`src/rtl/serial_word_loader_pkg.sv`:
```
// Shared types and helpers for the serial word loader: FSM state encoding
// and the bit-count width derived from the word width.
package serial_word_pkg;

  typedef enum logic {
    IDLE  = 1'b0,
    SHIFT = 1'b1
  } state_t;

  function automatic int count_width(input int width);
    return $clog2(width + 1);
  endfunction

endpackage

```
`src/rtl/serial_word_loader_bit_counter.sv`:
```
// Modulo-WIDTH bit counter. Clear restarts the count, counting the current
// bit when enable is also high.
module bit_counter
  import serial_word_pkg::*;
#(
  parameter int WIDTH = 8,
  parameter int CW    = count_width(WIDTH)
) (
  input  logic          CLK,
  input  logic          RSTN,
  input  logic          clear,
  input  logic          enable,
  output logic [CW-1:0] count,
  output logic          terminal
);

  localparam logic [CW-1:0] LAST = CW'(WIDTH - 1);

  assign terminal = enable && (count == LAST);

  always_ff @(posedge CLK or negedge RSTN) begin
    if (!RSTN) begin
      count <= '0;
    end else if (clear) begin
      count <= enable ? CW'(1) : '0;
    end else if (enable) begin
      count <= terminal ? '0 : count + CW'(1);
    end
  end

endmodule

```
`src/rtl/serial_word_loader.sv`:
```
// Serial-to-parallel word assembler with frame sync, one-cycle LOAD strobe
// for the downstream register, and truncation (framing error) reporting.
module serial_word_loader
  import serial_word_pkg::*;
#(
  parameter int WIDTH     = 8,
  parameter bit MSB_FIRST = 1'b1
) (
  input  logic             CLK,
  input  logic             RSTN,
  input  logic             SIN,
  input  logic             SVALID,
  input  logic             SYNC,
  output logic [WIDTH-1:0] DOUT,
  output logic             LOAD,
  output logic             BUSY,
  output logic             FRAME_ERR
);

  localparam int CW = count_width(WIDTH);

  state_t           state;
  logic [WIDTH-2:0] sreg;
  logic [WIDTH-2:0] sreg_base;
  logic [WIDTH-1:0] word;
  logic [WIDTH-2:0] shifted;
  logic [CW-1:0]    count;
  logic             terminal;
  logic             count_en;

  // Bits only count once a frame has started (or starts this very cycle).
  assign count_en = SVALID && (SYNC || (state == SHIFT));

  bit_counter #(
    .WIDTH (WIDTH),
    .CW    (CW)
  ) u_bit_counter (
    .CLK      (CLK),
    .RSTN     (RSTN),
    .clear    (SYNC),
    .enable   (count_en),
    .count    (count),
    .terminal (terminal)
  );

  // The register holds at most WIDTH-1 bits; the current bit completes the word.
  assign sreg_base = SYNC ? '0 : sreg;
  assign word      = MSB_FIRST ? {sreg_base, SIN} : {SIN, sreg_base};
  assign shifted   = MSB_FIRST ? word[WIDTH-2:0] : word[WIDTH-1:1];

  always_ff @(posedge CLK or negedge RSTN) begin
    if (!RSTN) begin
      state     <= IDLE;
      sreg      <= '0;
      DOUT      <= '0;
      LOAD      <= 1'b0;
      BUSY      <= 1'b0;
      FRAME_ERR <= 1'b0;
    end else begin
      LOAD      <= 1'b0;
      FRAME_ERR <= 1'b0;
      if (SYNC) begin
        // SYNC overrides a completing bit: that bit starts the new frame.
        state     <= SHIFT;
        FRAME_ERR <= (state == SHIFT) && (count != '0);
        BUSY      <= SVALID;
        sreg      <= SVALID ? shifted : '0;
      end else if ((state == SHIFT) && SVALID) begin
        if (terminal) begin
          DOUT <= word;
          LOAD <= 1'b1;
          sreg <= '0;
          BUSY <= 1'b0;
        end else begin
          sreg <= shifted;
          BUSY <= 1'b1;
        end
      end
    end
  end

endmodule
```
`config.mk`:
```
export PLATFORM = sky130hd
export DESIGN_NAME = serial_word_loader
export DESIGN_NICKNAME = d
export VERILOG_FILES = /design/src/rtl/serial_word_loader_pkg.sv /design/src/rtl/serial_word_loader_bit_counter.sv /design/src/rtl/serial_word_loader.sv
export SDC_FILE = /design/constraint.sdc
export NUM_CORES = 1
export LEC_CHECK = 0
export BUFFER_PORTS_ARGS = -buffer_cell sky130_fd_sc_hd__buf_2
export CORE_ASPECT_RATIO = 0.9
export CORE_UTILIZATION = 38
export CTS_BUF_LIST = sky130_fd_sc_hd__clkbuf_4 sky130_fd_sc_hd__clkbuf_8
export CTS_CLUSTER_DIAMETER = 100
export CTS_CLUSTER_SIZE = 28
export DETAILED_ROUTE_END_ITERATION = 12
export GPL_ROUTABILITY_DRIVEN = 0
export MAX_ROUTING_LAYER = met4
export PLACE_DENSITY = 0.56
export SLEW_MARGIN = 20
export SYNTH_ARGS = -nofsm -noshare
export SYNTH_HDL_FRONTEND = slang
export SYNTH_SLANG_ARGS = --single-unit
```
`constraint.sdc`:
```
create_clock -name CLK -period 1.7 [get_ports CLK]
set_input_delay 0.34 -clock CLK [delete_from_list [all_inputs] [get_ports CLK]]
set_output_delay 0.34 -clock CLK [all_outputs]
set_load 0.01 [all_outputs]
```
# After elaboration in Yosys (flattened, before gate mapping)
# Index checks and enable logic that the tools add are counted.
[word_totals] input_bits=5 ram_bits=0 ff_bits=23 latch_bits=0 memories=0 rom_bits=0
[op_classes] eq_ne=1 mux=16 n_mul=0 add_sub_neg=1 shift=0 bitwise_logic=1 n_reduce_logical=9 div_mod_pow=0 order_cmp=0
[ops] operator="two-way mux 7 bit" n=5
[ops] operator="two-way mux 4 bit" n=3
[ops] operator="two-way mux 1 bit" n=8
[ops] operator="adder 4 x 1 -> 4 bit (second input constant)" n=1
[ops] operator="equality test 4 x 3 -> 1 bit (second input constant)" n=1
[ops] operator="logical AND 1 bit" n=4
[ops] operator="nonzero test 2 bit" n=2
[ops] operator="nonzero test 4 bit" n=1
[ops] operator="AND reduction 3 bit" n=1
[ops] operator="logical OR 1 bit" n=1
[ops] operator="NOT 1 bit" n=1

# Longest topological paths before layout
# Gate-level depths: netlist of the first run.
[depth] depth_word=6 mapped_depth=4 ltp_nobuf=4

# Cells and area by module
# Synthesis of the first run repeated with hierarchy kept, for this count alone.
[hier_totals] hier_cells=84 area_unflattened_um2=1022.2
[modules_own_cells] module="serial_word_loader" seq_area_each_um2=475.5 n_inst=1 area_each_um2=785.8 cells_each=62
[modules_own_cells] module="bit_counter" seq_area_each_um2=100.1 n_inst=1 area_each_um2=236.5 cells_each=22

# Worst setup path before layout of the first run
# Ideal clock, no wire load.
[synth_path] path_kind="register to register" from="register u_bit_counter.count[0]" to="register DOUT[0]" synth_period_minus_slack_ns=1.526 n_path_buf=0 slack_ns=0.174 arrival_ns=1.401 stages_incl_launch_ff=5 t_required_ns=1.575 setup_time_ns=0.125 path_cell_list="dfrtp_1 > ha_1 > nand3b_4 > nor3_4 > mux2_2"
[synth_via] elab_chain_cells=3
[synth_lines] element="start, declared" line_no="serial_word_loader_bit_counter.sv:13" text="output logic [CW-1:0] count,"
[synth_lines] element="start signal, assigned" line_no="serial_word_loader_bit_counter.sv:25" text="count <= enable ? CW'(1) : '0;"
[synth_lines] element="start signal, assigned" line_no="serial_word_loader_bit_counter.sv:27" text="count <= terminal ? '0 : count + CW'(1);"
[synth_lines] element="equality test 4 x 3 -> 1 bit" line_no="serial_word_loader_bit_counter.sv:19" text="assign terminal = enable && (count == LAST);"
[synth_lines] element="logical AND 1 bit" line_no="serial_word_loader_bit_counter.sv:19"
[synth_lines] element="AND reduction 3 bit (no line)"
[synth_lines] element="end signal, assigned" line_no="serial_word_loader.sv:70" text="DOUT <= word;"
[synth_lines] element="end, declared" line_no="serial_word_loader.sv:14" text="output logic [WIDTH-1:0] DOUT,"
# Every way passes these cells.
# A chain may end at the register's enable or synchronous reset.

# Worst setup path after layout of the first run
[layout_path] from="register u_bit_counter.count[1]" to="register DOUT[4]"
# Same word-level chain as after synthesis.

==> summary.md, run 1 <==
| Metric | Value |
|---|---|
| Synth area leaders | dfrtp_1, mux2_2, a22o_1, a21oi_1, ha_1 |
| First-pass GRT wire length | roughly 2600 µm |
| RSZ-0062 raised after global routing | false |
| DRT iter0 DRCs | 3 |
| Reg2reg path depth | 5 |
| Die area | ~2700 µm² |
| Post-Synth XOR/XNOR Area | 0.928% |
| Max-cap violations | 0 |
| Vias in the first global route | approximately 600 |
| Combinational share of power | between 7 and 8% |
| Post-synth top cells | dfrtp_1, mux2_2, a22o_1, a21oi_1, nand2_1 |
| Fmax | around 640 MHz |
| Final Cycle Share | 91.9% |
| Power consumption | 0.000894 W |
| Dpl cells | between 100 and 150 |
| Critical path fanouts, max | 6 |
| Congestion Overflow GR | 0 |
| Worst-path clk slew | between 0.1 and 0.15 ns |
| CP Cell Sequence | ha_1 -> nand3b_4 -> nor3_4 -> buf_4 -> mux2_2 |
| Slowest stage delay, CP | between 0.4 and 0.5 ns |
| Clock sink total | 23 |
| Flop and latch count out of synthesis | 23 |
| Post-synth cell types | 21 |
| Ports | 16 |
| Setup TNS Final | 0 ns |
| Clock Latency Late Sink | around 0.29 ns |
| Gate Count Post-Synth | about 70 |
| Maximum vdd drop | a little over 0.0004 V |
| Fraction of the yosys area taken by sequential cells | approximately 60% |
| Residual DRC | 0 |
| Int Pwr | between 0.0006 and 0.0007 W |
| Status | complete, no violations |
| Vias | roughly 600 |
| Post-Route WL | roughly 1500 µm |
| Largest net degree at the start of global routing | 24 |
| Net Count, Synth | 78 |
| Area Overhead vs Synth | 18.0% |
| Adder-Cell Fraction of Synth Area | about 2.7% |
| Hold Vio Cnt, Final | 0 |
| P_sw | around 0.00020 W |
| Min-Delay Path Class | primary input to flip-flop |
| CTS HTree Levels | 1 |
| Initial antenna violation count | 0 |
| Die W | approximately 55 µm |
| Count leader, synth | dfrtp_1 |
| Post-route ant nets | 0 |
| Initial Util | between 40% and 50% |
| Max Clock Skew | 0.000615 ns |
| YS warnings | 0 |
| WS Path Type | flip-flop to flip-flop |
| Postcts setup bufs | 0 |
| Power Density | 803 nW/µm² |
| CP arrival | roughly 1.8 ns |
| Fin util | between 40% and 50% |
| Post-synthesis mux area share | approximately a tenth |
| Clock power frac | about 28% |
| Chip height | 49.3 µm |
| CTS tree | yes |
| R2r endpoint | DOUT[4] |
| Num CTS Buffers | 3 |
| Reg2reg start | u_bit_counter.count[1] |
| Non-filler cells, final | 120 |
| Worst setup startpoint | u_bit_counter.count[1] |
| Max Root-Sink Buffers | 2 |
| Worst Path Required | roughly 1.9 ns |
| Switching part of the total | between 20% and 30% |
| Ys flop type | dfrtp_1 |
| HPWL Detailed | between 1000 and 1500 µm |
| Post-synth ARST share | 100% |
| Cell Area, Placed | roughly 1100 µm² |
| Setup violators final | 0 |
| Total leakage power | 0.598 nW |
| Reg power frac | roughly 64% |
| Mapped cell area | roughly 940 µm² |
| # port buffers | 15 |
| Wire per inst | between 10 and 15 µm |
| Actual slew at the worst max-slew pin | around 0.50 ns |
| R2r setup slk | roughly 0.14 ns |
| Total core area | approximately 2300 µm² |
| CTS Root Cell | clkbuf_4 |
| Fin area | between 1000 and 1500 µm² |
| Worst Setup EP | DOUT[4] |
| Synth top area share | between 60% and 70% |
| Compound-Gate Fraction of Synth Area | between 10% and 20% |
| Critical path's slowest cell | dfrtp_1 |
| Number of enable flip-flop cells after synthesis | 0 |
| Rows | 16 |
| Tmin final | between 1.5 and 2 ns |
| Vias per cell | between 5 and 6 |
| N_diodes | 0 |
| Total Routing Usage GR | between 10% and 20% |
| Initial DRT Pass Iterations | 4 |
| Mean post-synth cell area | 13.3 µm² |
| CP Capture Type | flip-flop |
| Largest family of logic cells by synthesized area | compound AO/OA/AOI/OAI gates |
| Share of cells above drive strength 1 | 39.8% |
| Slew headroom | between 60% and 70% |
| Post-synthesis simple-gate area fraction | a little under an eighth |
| Crit path launch type | flip-flop |
| Max Slew Vio Count | 0 |
| Area leader, netlist | dfrtp_1 |
| Final #Nets | between 100 and 150 |
[worst min path at each step]
stage          start        end  depth (start not counted)
6_report         SIN    DOUT[0]                          2
3_5_place_dp    RSTN  FRAME_ERR                          1
4_1_cts          SIN    DOUT[0]                          2
3_3_place_gp    RSTN       LOAD                          1
2_1_floorplan   RSTN       BUSY                          0
5_1_grt          SIN    DOUT[0]                          2
[power groups by stage]
stage / clock [W] / combinational [W] / sequential, W
4_1_cts: 0.000269 / 0.0000725 / 0.000573
3_5_place_dp: 0 / 0.0000706 / 0.000584
5_1_grt: 0.000287 / 0.0000813 / 0.000576
2_1_floorplan: 0 / 0.0000355 / 0.000584
6_report: 0.000251 / 0.0000703 / 0.000573
3_3_place_gp: 0 / 0.0000701 / 0.000583
[critical path: cells and delay by family, from the launching register on]
family | cells | cell delay (ns)
buf+inv | 1 | 0.17
fa+ha+maj | 1 | 0.25
flops | 1 | 0.41
mux | 1 | 0.33
simple gates | 2 | 0.30
[cell families after synthesis]
logic type                 Yosys count
DFF                                 23
muxes                                8
xor gates and xnor gates             1
adders and majority gates            2
and+or+nand+nor                     16
buffers and inverters                4
AOI/OAI and AO/OA                   17
[cells in the final DEF, fill, tap and decap left out, drive strengths merged, types with 2 or more instances in the layout]
| cell | synthesis | routed |
|---|---|---|
| o21ai | 3 | 3 |
| dfrtp | 23 | 23 |
| ha | 2 | 2 |
| a22o | 7 | 7 |
| nand2 | 5 | 5 |
| buf | 0 | 19 |
| a21oi | 6 | 6 |
| clkbuf | 2 | 4 |
| nand3 | 3 | 3 |
| mux2 | 8 | 8 |
| nor2 | 2 | 2 |
| inv | 2 | 2 |
[through the flow]
step	hold WS, ns	setup slack, ns
6_report	0.282	0.138
5_1_grt	0.277	0.0544
4_1_cts	0.269	0.125
3_5_place_dp	0.344	0.144
3_3_place_gp	0.344	0.179
2_1_floorplan	0.0444	0.174
[layout make-up]
class                      count  area [µm²]
clock buffer                   4        30.0
fill                         214        1150
inverter                       2        7.51
multi-input combinational     44         352
sequential                    23         576
tap                           27        33.8
timing repair buffer          20         115
[sequential cells by signal, summed over array words and instances, names as in the netlist]
| signal | cells |
|---|---|
| FRAME_ERR | 1 |
| DOUT | 8 |
| sreg | 7 |
| LOAD | 1 |
| u_bit_counter.count | 4 |
| state | 1 |
| BUSY | 1 |
[per-layer routing]
layer	GRT usage, %	share of wire [%]	vias to the layer above
li1	-	-	299
met1	18.9	51	288
met2	19.9	44	15
met3	5.61	4.8	2
met4	3.85	0.81	0
met5	-	0	-
[repair_timing]
item                      4_1_cts  5_1_grt
hold endpoints to repair        9        0
hold buffers                    1        0
gates resized for setup         0        0
Note: power is estimated with default switching activity, not from simulation.
==> run 2, diff against run 1 <==
--- a/config.mk
+++ b/config.mk
@@ -6,9 +6,9 @@
 export NUM_CORES = 1
 export LEC_CHECK = 0
 export BUFFER_PORTS_ARGS = -buffer_cell sky130_fd_sc_hd__buf_2
-export CORE_ASPECT_RATIO = 0.9
+export CORE_ASPECT_RATIO = 0.7
 export CORE_UTILIZATION = 38
-export CTS_BUF_LIST = sky130_fd_sc_hd__clkbuf_4 sky130_fd_sc_hd__clkbuf_8
+export CTS_BUF_LIST = sky130_fd_sc_hd__clkbuf_8
 export CTS_CLUSTER_DIAMETER = 100
 export CTS_CLUSTER_SIZE = 28
 export DETAILED_ROUTE_END_ITERATION = 12
==> run 2 against run 1 <==
Net effect:
- final cell count grew 2.5%
- combinational power is 2% lower
- power is 8.2% higher
- maximum frequency rose by 0.21%
- flip-flop and latch count is the same
- first-iteration DRC count grew to 4.3 times the previous value
- clock skew is 0.0054 ns higher
- critical path type unchanged
==> summary.md, run 2 (synthesized netlist as in run 1, its figures left out) <==
| Metric | Value |
|---|---|
| Final #Nets | 99 |
| Tmin final | about 1.6 ns |
| Hold Vio Cnt, Final | 0 |
| Congestion Overflow GR | 0 |
| Die W | about 60 µm |
| Most common cell after layout, fill and taps aside | dfrtp_1 |
| Initial antenna violation count | 0 |
| Fin area | roughly 1100 µm² |
| RSZ-0062 raised after global routing | false |
| Clock Latency Late Sink | 0.26 ns |
| Reg2reg path depth | 5 |
| Power Density | approximately 860 nW/µm² |
| Most flops, register | DOUT |
| Pre-CTS WS | 0.123 ns |
| R2r endpoint | DOUT[4] |
| Maximum vdd drop | a little under 0.0005 V |
| Worst Path Buf+Inv | 1 |
| Area Overhead vs Synth | 19.9% |
| Rows | 14 |
| Initial DRT Pass Iterations | 4 |
| Die area | around 2700 µm² |
| Setup TNS Final | 0 ns |
| Setup violators final | 0 |
| Status | complete, no violations |
| Ports | 16 |
| CTS HTree Levels | 1 |
| Fin util | 50.4% |
| Min-Delay Path Class | primary input to asynchronous set/reset pin |
| Slowest stage delay, CP | a little under 0.4 ns |
| Cell Area, Placed | around 1100 µm² |
| Total core area | around 2200 µm² |
| Fmax | ~640 MHz |
| Worst setup startpoint | u_bit_counter.count[0] |
| Max-cap violations | 0 |
| Max Clock Skew | 0.00597 ns |
| R2r setup slk | between 0.1 and 0.15 ns |
| Post-Route WL | 1540 µm |
| First-pass GRT wire length | roughly 2600 µm |
| Actual slew at the worst max-slew pin | slightly above 0.5 ns |
| Max Root-Sink Buffers | 2 |
| Postcts setup bufs | 0 |
| Vias in the first global route | between 500 and 600 |
| PostCTS Resize Cnt | 0 |
| Final worst slack | 0.141 ns |
| Worst Path Required | about 1.9 ns |
| Crit path launch type | flip-flop |
| Critical path fanouts, max | 10 |
| Chip height | around 44 µm |
| CP Capture Type | flip-flop |
| HPWL Detailed | ~1100 µm |
| CP Cell Sequence | ha_1 -> nand3b_4 -> nor3_4 -> buf_12 -> mux2_2 |
| Worst-path clk slew | 0.08 ns |
| Post-route ant nets | 0 |
| Clock sink total | 23 |
| CTS Root Cell | clkbuf_8 |
| Final Cycle Share | between 90% and 100% |
| # port buffers | 15 |
| Residual DRC | 0 |
| CP arrival | between 1.5 and 2 ns |
| Critical path's slowest cell | dfrtp_1 |
| Vias | 621 |
| Post-CTS Hold Buffers | 0 |
| WS Path Type | flip-flop to flip-flop |
| CTS tree | yes |
| Share of cells above drive strength 1 | a little under 40% |
| Max reg flops | 8 |
| Top cell family by delay on the critical path | flip-flops |
| Max Slew Vio Count | 0 |
| Num CTS Buffers | 3 |
| Commonest non-fill, non-tap cells in the layout | dfrtp_1, buf_2, mux2_2 |
| Wire per inst | 12.5 µm |
| Slew headroom | 66.5% |
| Leading registers by flop count | DOUT: 8 flops, sreg: 7 flops, u_bit_counter.count: 4 flops |
| Largest net degree at the start of global routing | 24 |
| Reg2reg start | u_bit_counter.count[0] |
| Initial Util | a little over two fifths |
| N_diodes | 0 |
| DRT iter0 DRCs | 13 |
| Total Routing Usage GR | approximately 14% |
| Total leakage power | 0.598 nW |
| Vias per cell | 5.05 |
run 2: area by class of cell:
cell class | count | area [µm²]
Fill cell | 226 | 1110
Sequential cell | 23 | 576
Multi-Input combinational cell | 44 | 352
Timing Repair Buffer | 18 | 110
Clock buffer | 3 | 41.3
Tap cell | 32 | 40.0
Inverter | 2 | 7.51
Clock inverter | 1 | 5.00
run 2: worst max path at each step:
| stage | endpoint | slack [ns] | cells after the start |
|---|---|---|---|
| 2_1_floorplan | DOUT[0] | 0.17 | 4 |
| 3_3_place_gp | DOUT[4] | 0.17 | 5 |
| 3_5_place_dp | DOUT[4] | 0.12 | 5 |
| 4_1_cts | DOUT[4] | 0.12 | 5 |
| 5_1_grt | DOUT[4] | 0.06 | 5 |
| 6_report | DOUT[4] | 0.14 | 5 |
run 2: power by group:
part | leakage [nW] | total [W] | switching (W) | internal [W]
sequential | 0.307 | 0.000572 | 0.0000109 | 0.000561
combinational | 0.266 | 0.0000691 | 0.0000425 | 0.0000266
clock | 0.0255 | 0.000326 | 0.000163 | 0.000163
total | 0.598 | 0.000968 | 0.000217 | 0.000751
run 2: per-layer routing:
metal / global-route usage (%) / wire [µm] / vias up
met2: 18.3 / 689 / 16
li1: - / - / 296
met4: 5.33 / 8 / 0
met5: - / 0 / -
met3: 6.27 / 87 / 2
met1: 20.3 / 755 / 307
run 2: stage by stage:
step	instances	hold WS [ns]	total power, W
floorplan	71	0.0444	0.000620
global placement	119	0.341	0.000654
detailed placement	119	0.351	0.000654
CTS	123	0.0547	0.000988
global route	123	0.0740	0.00102
finish	123	0.0352	0.000968
==> run 3, diff against run 2 <==
==> constraint.sdc (replaced) <==
create_clock -name CLK -period 1.9 [get_ports CLK]
set_input_delay 0.38 -clock CLK [delete_from_list [all_inputs] [get_ports CLK]]
set_output_delay 0.38 -clock CLK [all_outputs]
set_load 0.01 [all_outputs]
==> run 3 against run 2 <==
Net effect:
- flip-flop and latch count unchanged
- register-to-register slack better by 0.15 ns
- maximum frequency down 3.0%
- critical path type unchanged
- largest cell class unchanged
- critical endpoint unchanged
- cell area down 1.8%
- routed wire length down 0.13%
- utilization down 0.89 points
- largest power group unchanged
==> summary.md, run 3 (synthesized netlist as in run 1, its figures left out) <==
| Metric | Value |
|---|---|
| First-pass GRT wire length | ~2700 µm |
| Area Overhead vs Synth | 17.8% |
| Die W | between 60 and 70 µm |
| Most common cell after layout, fill and taps aside | dfrtp_1 |
| Post-route ant nets | 0 |
| R2r setup slk | between 0.2 and 0.3 ns |
| Met3 wire len | 89 µm |
| Wire per inst | ~13 µm |
| Status | complete, no violations |
| Leading registers by flop count | DOUT: 8 flops, sreg: 7 flops, u_bit_counter.count: 4 flops |
| Worst Path Required | roughly 2.1 ns |
| Initial antenna violation count | 0 |
| Total leakage power | approximately 0.59 nW |
| Slowest stage delay, CP | approximately 0.40 ns |
| Share of cells above drive strength 1 | between 30% and 40% |
| Fin util | between 40% and 50% |
| Commonest non-fill, non-tap cells in the layout | dfrtp_1, buf_2, mux2_2 |
| Vias per cell | 4.93 |
| Reg2reg path depth | 5 |
| # port buffers | 15 |
| HPWL Detailed | approximately 1100 µm |
| Top sig layer | met3 |
| Setup violators final | 0 |
| Power Density | around 780 nW/µm² |
| Most flops, register | DOUT |
| Total core area | about 2200 µm² |
| Initial DRT Pass Iterations | 4 |
| Ports | 16 |
| Congestion Overflow GR | 0 |
| Total Routing Usage GR | about 15% |
| M1 wire length | between 700 and 800 µm |
| Initial Util | 42.1% |
| WS Path Type | flip-flop to flip-flop |
| Crit path launch type | flip-flop |
| Fin area | ~1100 µm² |
| Clock Latency Late Sink | 0.26 ns |
| Post-Route WL | approximately 1500 µm |
| PostCTS Resize Cnt | 0 |
| Worst setup startpoint | u_bit_counter.count[0] |
| CP Capture Type | flip-flop |
| CP arrival | around 1.8 ns |
| Actual slew at the worst max-slew pin | roughly 0.5 ns |
| Num CTS Buffers | 3 |
| Rows | 14 |
| Max reg flops | 8 |
| Max Root-Sink Buffers | 2 |
| Chip height | roughly 44 µm |
| Max-cap violations | 0 |
| Final Cycle Share | between 80% and 90% |
| Setup TNS Final | 0 ns |
| Min-Delay Path Class | primary input to asynchronous set/reset pin |
| CTS Root Cell | clkbuf_8 |
| CP Cell Sequence | ha_1 -> nand3b_4 -> nor3_4 -> buf_4 -> mux2_2 |
| Critical path fanouts, max | 10 |
| Maximum vdd drop | 0.000456 V |
| Fill cells | between 200 and 250 |
| Residual DRC | 0 |
| DRT iter0 DRCs | 24 |
| N_diodes | 0 |
| Final #Nets | 98 |
| DR WL met2 | roughly 670 µm |
| Largest net degree at the start of global routing | 24 |
| Max Clock Skew | approximately 0.0026 ns |
| CTS tree | yes |
| Worst Setup EP | DOUT[4] |
| Vias in the first global route | between 500 and 600 |
| Post-CTS Hold Buffers | 0 |
| Tmin final | ~1.6 ns |
| Slew headroom | between 60% and 70% |
| Hold Vio Cnt, Final | 0 |
| Fmax | approximately 620 MHz |
| Postcts setup bufs | 0 |
| Max Slew Vio Count | 0 |
| Clock sink total | 23 |
| Reg2reg start | u_bit_counter.count[0] |
| Worst-path clk slew | 0.08 ns |
| R2r endpoint | DOUT[4] |
| Cell Area, Placed | 1060 µm² |
| CTS HTree Levels | 1 |
| RSZ-0062 raised after global routing | false |
| Die area | about 2700 µm² |
| Critical path's slowest cell | dfrtp_1 |
| Vias | between 600 and 700 |
## run 3: changes by cell type in the layout (fill, tap and decap cells not counted), sizes merged
cell  before  now
buf       18   17
## run 3: final cells by class
type	count	area, µm²	share of cell area (%)
timing repair buffer	17	90.1	8.11
inverter	2	7.51	0.676
clock inverter	1	5.00	0.450
sequential	23	576	51.8
clock buffer	3	41.3	3.72
tap	32	40.0	3.60
multi-input combinational	44	352	31.6
## run 3: worst max-delay path, delay by kind of cell, from the launching register on
kind                       cells  cell delay [ns]
muxes                          1             0.35
buffers and inverters          1             0.20
DFF                            1             0.40
and+or+nand+nor                2             0.29
adders and majority gates      1             0.26
## run 3: power breakdown
group          leakage (nW)  switching, W  internal [W]
Clock                0.0255      0.000147      0.000146
Combinational         0.259     0.0000379     0.0000236
Sequential            0.307     0.0000102      0.000502
Total                 0.592      0.000195      0.000672
## run 3: per-layer routing
| metal | track usage, % | vias up |
|---|---|---|
| li1 | - | 295 |
| met1 | 21.0 | 285 |
| met5 | - | - |
| met3 | 6.27 | 0 |
| met2 | 20.0 | 22 |
| met4 | 4.00 | 0 |
## run 3: per-stage QoR
| step | std cells | power, W | worst slack (ns) | hold slack, ns |
|---|---|---|---|---|
| 2_1_floorplan | 71 | 0.000555 | 0.374 | 0.0844 |
| 3_3_place_gp | 118 | 0.000585 | 0.349 | 0.382 |
| 3_5_place_dp | 118 | 0.000585 | 0.292 | 0.382 |
| 4_1_cts | 122 | 0.000884 | 0.290 | 0.0900 |
| 5_1_grt | 122 | 0.000915 | 0.226 | 0.108 |
| 6_report | 122 | 0.000867 | 0.293 | 0.0736 |
## run 3: worst min-delay path by stage
stage	from	to	slack (ns)
4_1_cts	RSTN	FRAME_ERR	0.09
2_1_floorplan	RSTN	BUSY	0.08
6_report	RSTN	FRAME_ERR	0.07
3_5_place_dp	RSTN	FRAME_ERR	0.38
3_3_place_gp	RSTN	FRAME_ERR	0.38
5_1_grt	RSTN	DOUT[7]	0.11
